### src/rtl/mem_arbiter.sv
// Two-port memory arbiter: dcache (D) and icache (I) share one main-memory port, one transfer at a time.
// Define ROUND_ROBIN_EN to alternate grants on simultaneous requests; otherwise D wins ties.
module mem_arbiter #(
    parameter int unsigned ADDR_W  = 6,
    parameter int unsigned DATA_W  = 32,
    parameter int unsigned TIMEOUT = 255
) (
    input  logic              clk,
    input  logic              reset,
    input  logic [ADDR_W-1:0] d_mem_address,
    input  logic              d_mem_read,
    input  logic              d_mem_write,
    input  logic [DATA_W-1:0] d_mem_writedata,
    output logic [DATA_W-1:0] d_mem_readdata,
    output logic              d_mem_busywait,
    input  logic [ADDR_W-1:0] i_mem_address,
    input  logic              i_mem_read,
    output logic [DATA_W-1:0] i_mem_readdata,
    output logic              i_mem_busywait,
    output logic [ADDR_W-1:0] mem_address,
    output logic              mem_read,
    output logic              mem_write,
    output logic [DATA_W-1:0] mem_writedata,
    input  logic [DATA_W-1:0] mem_readdata,
    input  logic              mem_busywait,
    output logic              timeout_err
);

    localparam int unsigned CntW = $clog2(TIMEOUT + 1);
    localparam logic [CntW-1:0] CntMax = CntW'(TIMEOUT);

    typedef enum logic [1:0] {
        StIdle,
        StGntD,
        StGntI
    } state_e;

    state_e              state_q, state_d;
    logic                last_gnt_i_q, last_gnt_i_d;
    logic [CntW-1:0]     cnt_q, cnt_d;
    logic                mem_read_q, mem_read_d;
    logic                mem_write_q, mem_write_d;
    logic [ADDR_W-1:0]   mem_address_q, mem_address_d;
    logic [DATA_W-1:0]   mem_writedata_q, mem_writedata_d;
    logic                timeout_err_q, timeout_err_d;
    logic [DATA_W-1:0]   d_rdata_q, d_rdata_d;
    logic [DATA_W-1:0]   i_rdata_q, i_rdata_d;

    logic dreq, ireq, done, pick_d;

    assign dreq = d_mem_read | d_mem_write;
    assign ireq = i_mem_read;
    // The issue cycle (cnt==0) never completes, so a stale low busywait is not taken as done.
    assign done = (state_q != StIdle) && (cnt_q != '0) && !mem_busywait;

`ifdef ROUND_ROBIN_EN
    assign pick_d = dreq & (~ireq | last_gnt_i_q);
`else
    assign pick_d = dreq;
`endif

    always_comb begin
        state_d         = state_q;
        last_gnt_i_d    = last_gnt_i_q;
        cnt_d           = cnt_q;
        mem_read_d      = mem_read_q;
        mem_write_d     = mem_write_q;
        mem_address_d   = mem_address_q;
        mem_writedata_d = mem_writedata_q;
        timeout_err_d   = timeout_err_q;
        d_rdata_d       = d_rdata_q;
        i_rdata_d       = i_rdata_q;
        unique case (state_q)
            StIdle: begin
                if (dreq || ireq) begin
                    cnt_d = '0;
                    if (pick_d) begin
                        state_d         = StGntD;
                        last_gnt_i_d    = 1'b0;
                        mem_address_d   = d_mem_address;
                        mem_writedata_d = d_mem_writedata;
                        mem_write_d     = d_mem_write;
                        mem_read_d      = d_mem_read & ~d_mem_write;
                    end else begin
                        state_d       = StGntI;
                        last_gnt_i_d  = 1'b1;
                        mem_address_d = i_mem_address;
                        mem_write_d   = 1'b0;
                        mem_read_d    = 1'b1;
                    end
                end
            end
            StGntD, StGntI: begin
                if (cnt_q != CntMax) begin
                    cnt_d = cnt_q + CntW'(1);
                end
                if (cnt_q == CntMax && mem_busywait) begin
                    timeout_err_d = 1'b1;
                end
                if (done) begin
                    state_d     = StIdle;
                    mem_read_d  = 1'b0;
                    mem_write_d = 1'b0;
                    // Keep a copy of the delivered read block for when the port is not granted.
                    if (mem_read_q) begin
                        if (state_q == StGntD) begin
                            d_rdata_d = mem_readdata;
                        end else begin
                            i_rdata_d = mem_readdata;
                        end
                    end
                end
            end
            default: state_d = StIdle;
        endcase
    end

    always_ff @(posedge clk) begin
        if (!reset) begin
            state_q         <= StIdle;
            last_gnt_i_q    <= 1'b1;
            cnt_q           <= '0;
            mem_read_q      <= 1'b0;
            mem_write_q     <= 1'b0;
            mem_address_q   <= '0;
            mem_writedata_q <= '0;
            timeout_err_q   <= 1'b0;
            d_rdata_q       <= '0;
            i_rdata_q       <= '0;
        end else begin
            state_q         <= state_d;
            last_gnt_i_q    <= last_gnt_i_d;
            cnt_q           <= cnt_d;
            mem_read_q      <= mem_read_d;
            mem_write_q     <= mem_write_d;
            mem_address_q   <= mem_address_d;
            mem_writedata_q <= mem_writedata_d;
            timeout_err_q   <= timeout_err_d;
            d_rdata_q       <= d_rdata_d;
            i_rdata_q       <= i_rdata_d;
        end
    end

    assign mem_address    = mem_address_q;
    assign mem_read       = mem_read_q;
    assign mem_write      = mem_write_q;
    assign mem_writedata  = mem_writedata_q;
    assign timeout_err    = timeout_err_q;

    assign d_mem_busywait = dreq & ~((state_q == StGntD) & done);
    assign i_mem_busywait = ireq & ~((state_q == StGntI) & done);
    assign d_mem_readdata = (state_q == StGntD) ? mem_readdata : d_rdata_q;
    assign i_mem_readdata = (state_q == StGntI) ? mem_readdata : i_rdata_q;

endmodule
### config.mk
export PLATFORM = sky130hd
export DESIGN_NAME = mem_arbiter
export DESIGN_NICKNAME = d
export VERILOG_FILES = /design/src/rtl/mem_arbiter.sv
export SDC_FILE = /design/constraint.sdc
export NUM_CORES = 1
export LEC_CHECK = 0
export BUFFER_PORTS_ARGS = -buffer_cell sky130_fd_sc_hd__buf_4
export CELL_PAD_IN_SITES_DETAIL_PLACEMENT = 0
export CELL_PAD_IN_SITES_GLOBAL_PLACEMENT = 1
export CORE_UTILIZATION = 36
export CTS_CLUSTER_DIAMETER = 200
export DETAILED_ROUTE_END_ITERATION = 7
export PLACE_DENSITY_LB_ADDON = 0.08
export SLEW_MARGIN = 20
export SYNTH_ARGS = -nofsm -noshare
export SYNTH_HDL_FRONTEND = slang
export SYNTH_SLANG_ARGS = --single-unit
### constraint.sdc
create_clock -name clk -period 2.4 [get_ports clk]
set_clock_uncertainty 0.1 [all_clocks]
set_input_delay 0.6 -clock clk [delete_from_list [all_inputs] [get_ports clk]]
set_output_delay 0.6 -clock clk [all_outputs]
set_load 0.005 [all_outputs]
==> flow_metrics.tcl <==
set metrics [dict create \
    status "finished, violations left" \
    violations "negative setup slack" \
    utilization_pct 59.2 \
    ios 189 \
    busiest_layer "met2" \
    end_kind "output pin" \
    avgSynthCellArea_um2 8.37 \
    layout-drive-gt1-share_pct 40.9 \
    synth-seq-area-share_pct 44.0 \
    path_clk_slew_ns 0.05 \
    syn-num-nets 712 \
    critPathLaunchType "flip-flop" \
    clk_latency_ns 0.41 \
    route.detailed.drc 0 \
    synth_top_area_share_pct 44.0 \
    ctsLongestPathBuffers 2 \
    routabilityCongestion 0.806 \
    timing.rr.start "state_q[1]" \
    peakVddDrop_v 0.000507 \
    dr.pass1.iters 4 \
    grt_pass1_wl_mm 26.7 \
    reg2reg_depth 8 \
    synth_top_cell_by_area "dfxtp_1" \
    pre_cts_ws_ns 0.103 \
    synth.most_common_cell "nand2_1" \
    period_needed_ns 2.54 \
    cts_made_buffers 17 \
    postSynthCellCount 625 \
    synth-seq-cells 115 \
    synthesis.area_mm2 0.00523 \
    maxCapViolCount 0 \
    use_met3_pct 7.90 \
    synth_flop_cell "dfxtp_1" \
    synthArstFlopShare_pct 0 \
    holdPathStages 3 \
    setup_ws_ns -0.144 \
    hold_path.class "input port to flip-flop" \
    met2_usage_pct 38.0 \
    wire_per_inst_um 16.7 \
    areaGrowthSynthToFinish_pct 59.1 \
    grt_setup_unrepaired "yes" \
    cts-hold-fix-buffers 0 \
    overflow 0 \
    ant_nets 0 \
    start_util_pct 37.2 \
    ys_types 44 \
    root_buffer "clkbuf_16" \
    finalSetupViolations 26 \
    cts_sinks 115 \
    dp_hpwl_mm 10.1 \
    whs_endpoint "timeout_err" \
    synth_edf_count 0 \
    drv_slew 0 \
    worst-r2r-setup-slack_ns 0.21 \
    fin_total_pwr_mw 8.66 \
    die_h_um 123 \
    ys_warn_count 0 \
    wirelength_mm 17.0 \
    drt_first_iter_violations 339 \
    finalHoldViolations 0 \
    p_leak_nw 3.45 \
    num_rows 43 \
    hold_start "mem_busywait" \
    nFillCells 1234 \
    ys_top_cells_by_count "143 x nand2_1, 115 x dfxtp_1, 101 x a21oi_1, 64 x mux2_2, 38 x nand3_1" \
    cts_tree "built" \
    r2r-end "i_rdata_q[12]" \
    final_nets 912 \
    cts_max_level 4 \
    core-area_mm2 0.0140 \
    ys_top_cells_by_area "dfxtp_1 44%, mux2_2 14%, nand2_1 10%, a21oi_1 9.7%, nand3_1 3.6%" \
    cp.arrival_ns 1.84 \
    track_usage_pct 23.2 \
    slew_headroom_pct 66.4 \
    routed_via_density 5.20 \
    cp_data_required_time_ns 1.70 \
    port_buffers 188 \
    grt_pass1_vias 5247 \
    whs_ns 0.326 \
    fmax_mhz 393 \
    antenna_cells 0 \
    p_per_area_mw_per_mm2 1040 \
    crit_fanout 2 \
    vias 5288 \
    min_period_over_period_pct 106 \
    use_met1_pct 27.8 \
    worstMarginPinSlew_ns 0.499 \
    dieArea_mm2 0.0150 \
    grt_max_degree 65 \
    antenna_found_initial 0 \
    setup.worst_path.class "flip-flop to output pin" \
    dieWidth_um 123 \
]
[worst max-delay path, cell delays in order (launching register included)]
cell and delay [ns]:
dfxtp_2 0.31, inv_1 0.05, ha_1 0.14, or4b_4 0.46
o21a_1 0.20, a21boi_1 0.14, buf_4 0.13
[cell families after synthesis]
group | share of synthesized area, %
compound gates | 18.5
mux | 13.8
simple gates | 17.1
fa+ha+maj | 1.20
buf+inv | 5.38
flops | 44.0
[how the worst max path moves through the flow]
stage	start	end	cells after the start
2_1_floorplan	state_q[1]	d_mem_readdata[0]	5
3_3_place_gp	cnt_q[0]	i_mem_busywait	6
3_5_place_dp	cnt_q[0]	i_mem_busywait	6
4_1_cts	cnt_q[0]	i_mem_busywait	6
5_1_grt	cnt_q[0]	i_mem_busywait	6
6_report	cnt_q[0]	i_mem_busywait	6
[final cells by class]
class / count / area, um^2 / share of cell area [%]
Inverter: 6 / 26.3 / 0.316
Tap cell: 180 / 225 / 2.71
Timing Repair Buffer: 233 / 2260 / 27.2
Clock inverter: 4 / 45.0 / 0.542
Sequential cell: 115 / 2310 / 27.8
Clock buffer: 26 / 529 / 6.36
Multi-Input combinational cell: 452 / 2920 / 35.1
[report_power, final]
part	total (mW)	switching, mW	leakage (nW)	internal [mW]
clock network	2.44	0.846	0.288	1.60
logic	3.96	1.78	2.22	2.19
registers	2.25	0.123	0.937	2.13
[metal layers]
layer  part of all wire, %  routed length (um)
met1                    42                7200
met2                    48                8110
met3                   8.4                1440
met4                   1.6                 271
met5                     0                   0
[what timing repair did]
action,4_1_cts,5_1_grt
setup endpoints to repair,66,68
resized for setup,138,21
cloned,7,1
buffers inserted,20,5
hold endpoints to repair,0,0
pin swaps,4,0
[stage by stage]
stage                     area, um^2  setup TNS (ns)  std cells
after floorplan                 5230               0        625
after global placement          6830               0        959
after detailed placement        6830               0        959
after CTS                       8290           -4.60       1015
after global routing            8320           -4.08       1016
final                           8320           -2.07       1016
[registers in the layout, summed over array words and instances (netlist names)]
signal,cells
timeout_err,1
mem_write,1
mem_address,6
state_q,2
mem_writedata,32
i_rdata_q,32
d_rdata_q,32
cnt_q,8
mem_read,1
[cell usage in the layout, fill, tap and decap left out, types with 18 or more instances in the layout]
cell         n
a21oi_1    101
buf_4      147
buf_6       69
clkbuf_16   18
dfxtp_1    111
mux2_4      64
nand2_1    143
nand3_1     38
o21ai_0     21
o21ai_1     22
Note: power is estimated with default switching activity, not from simulation.
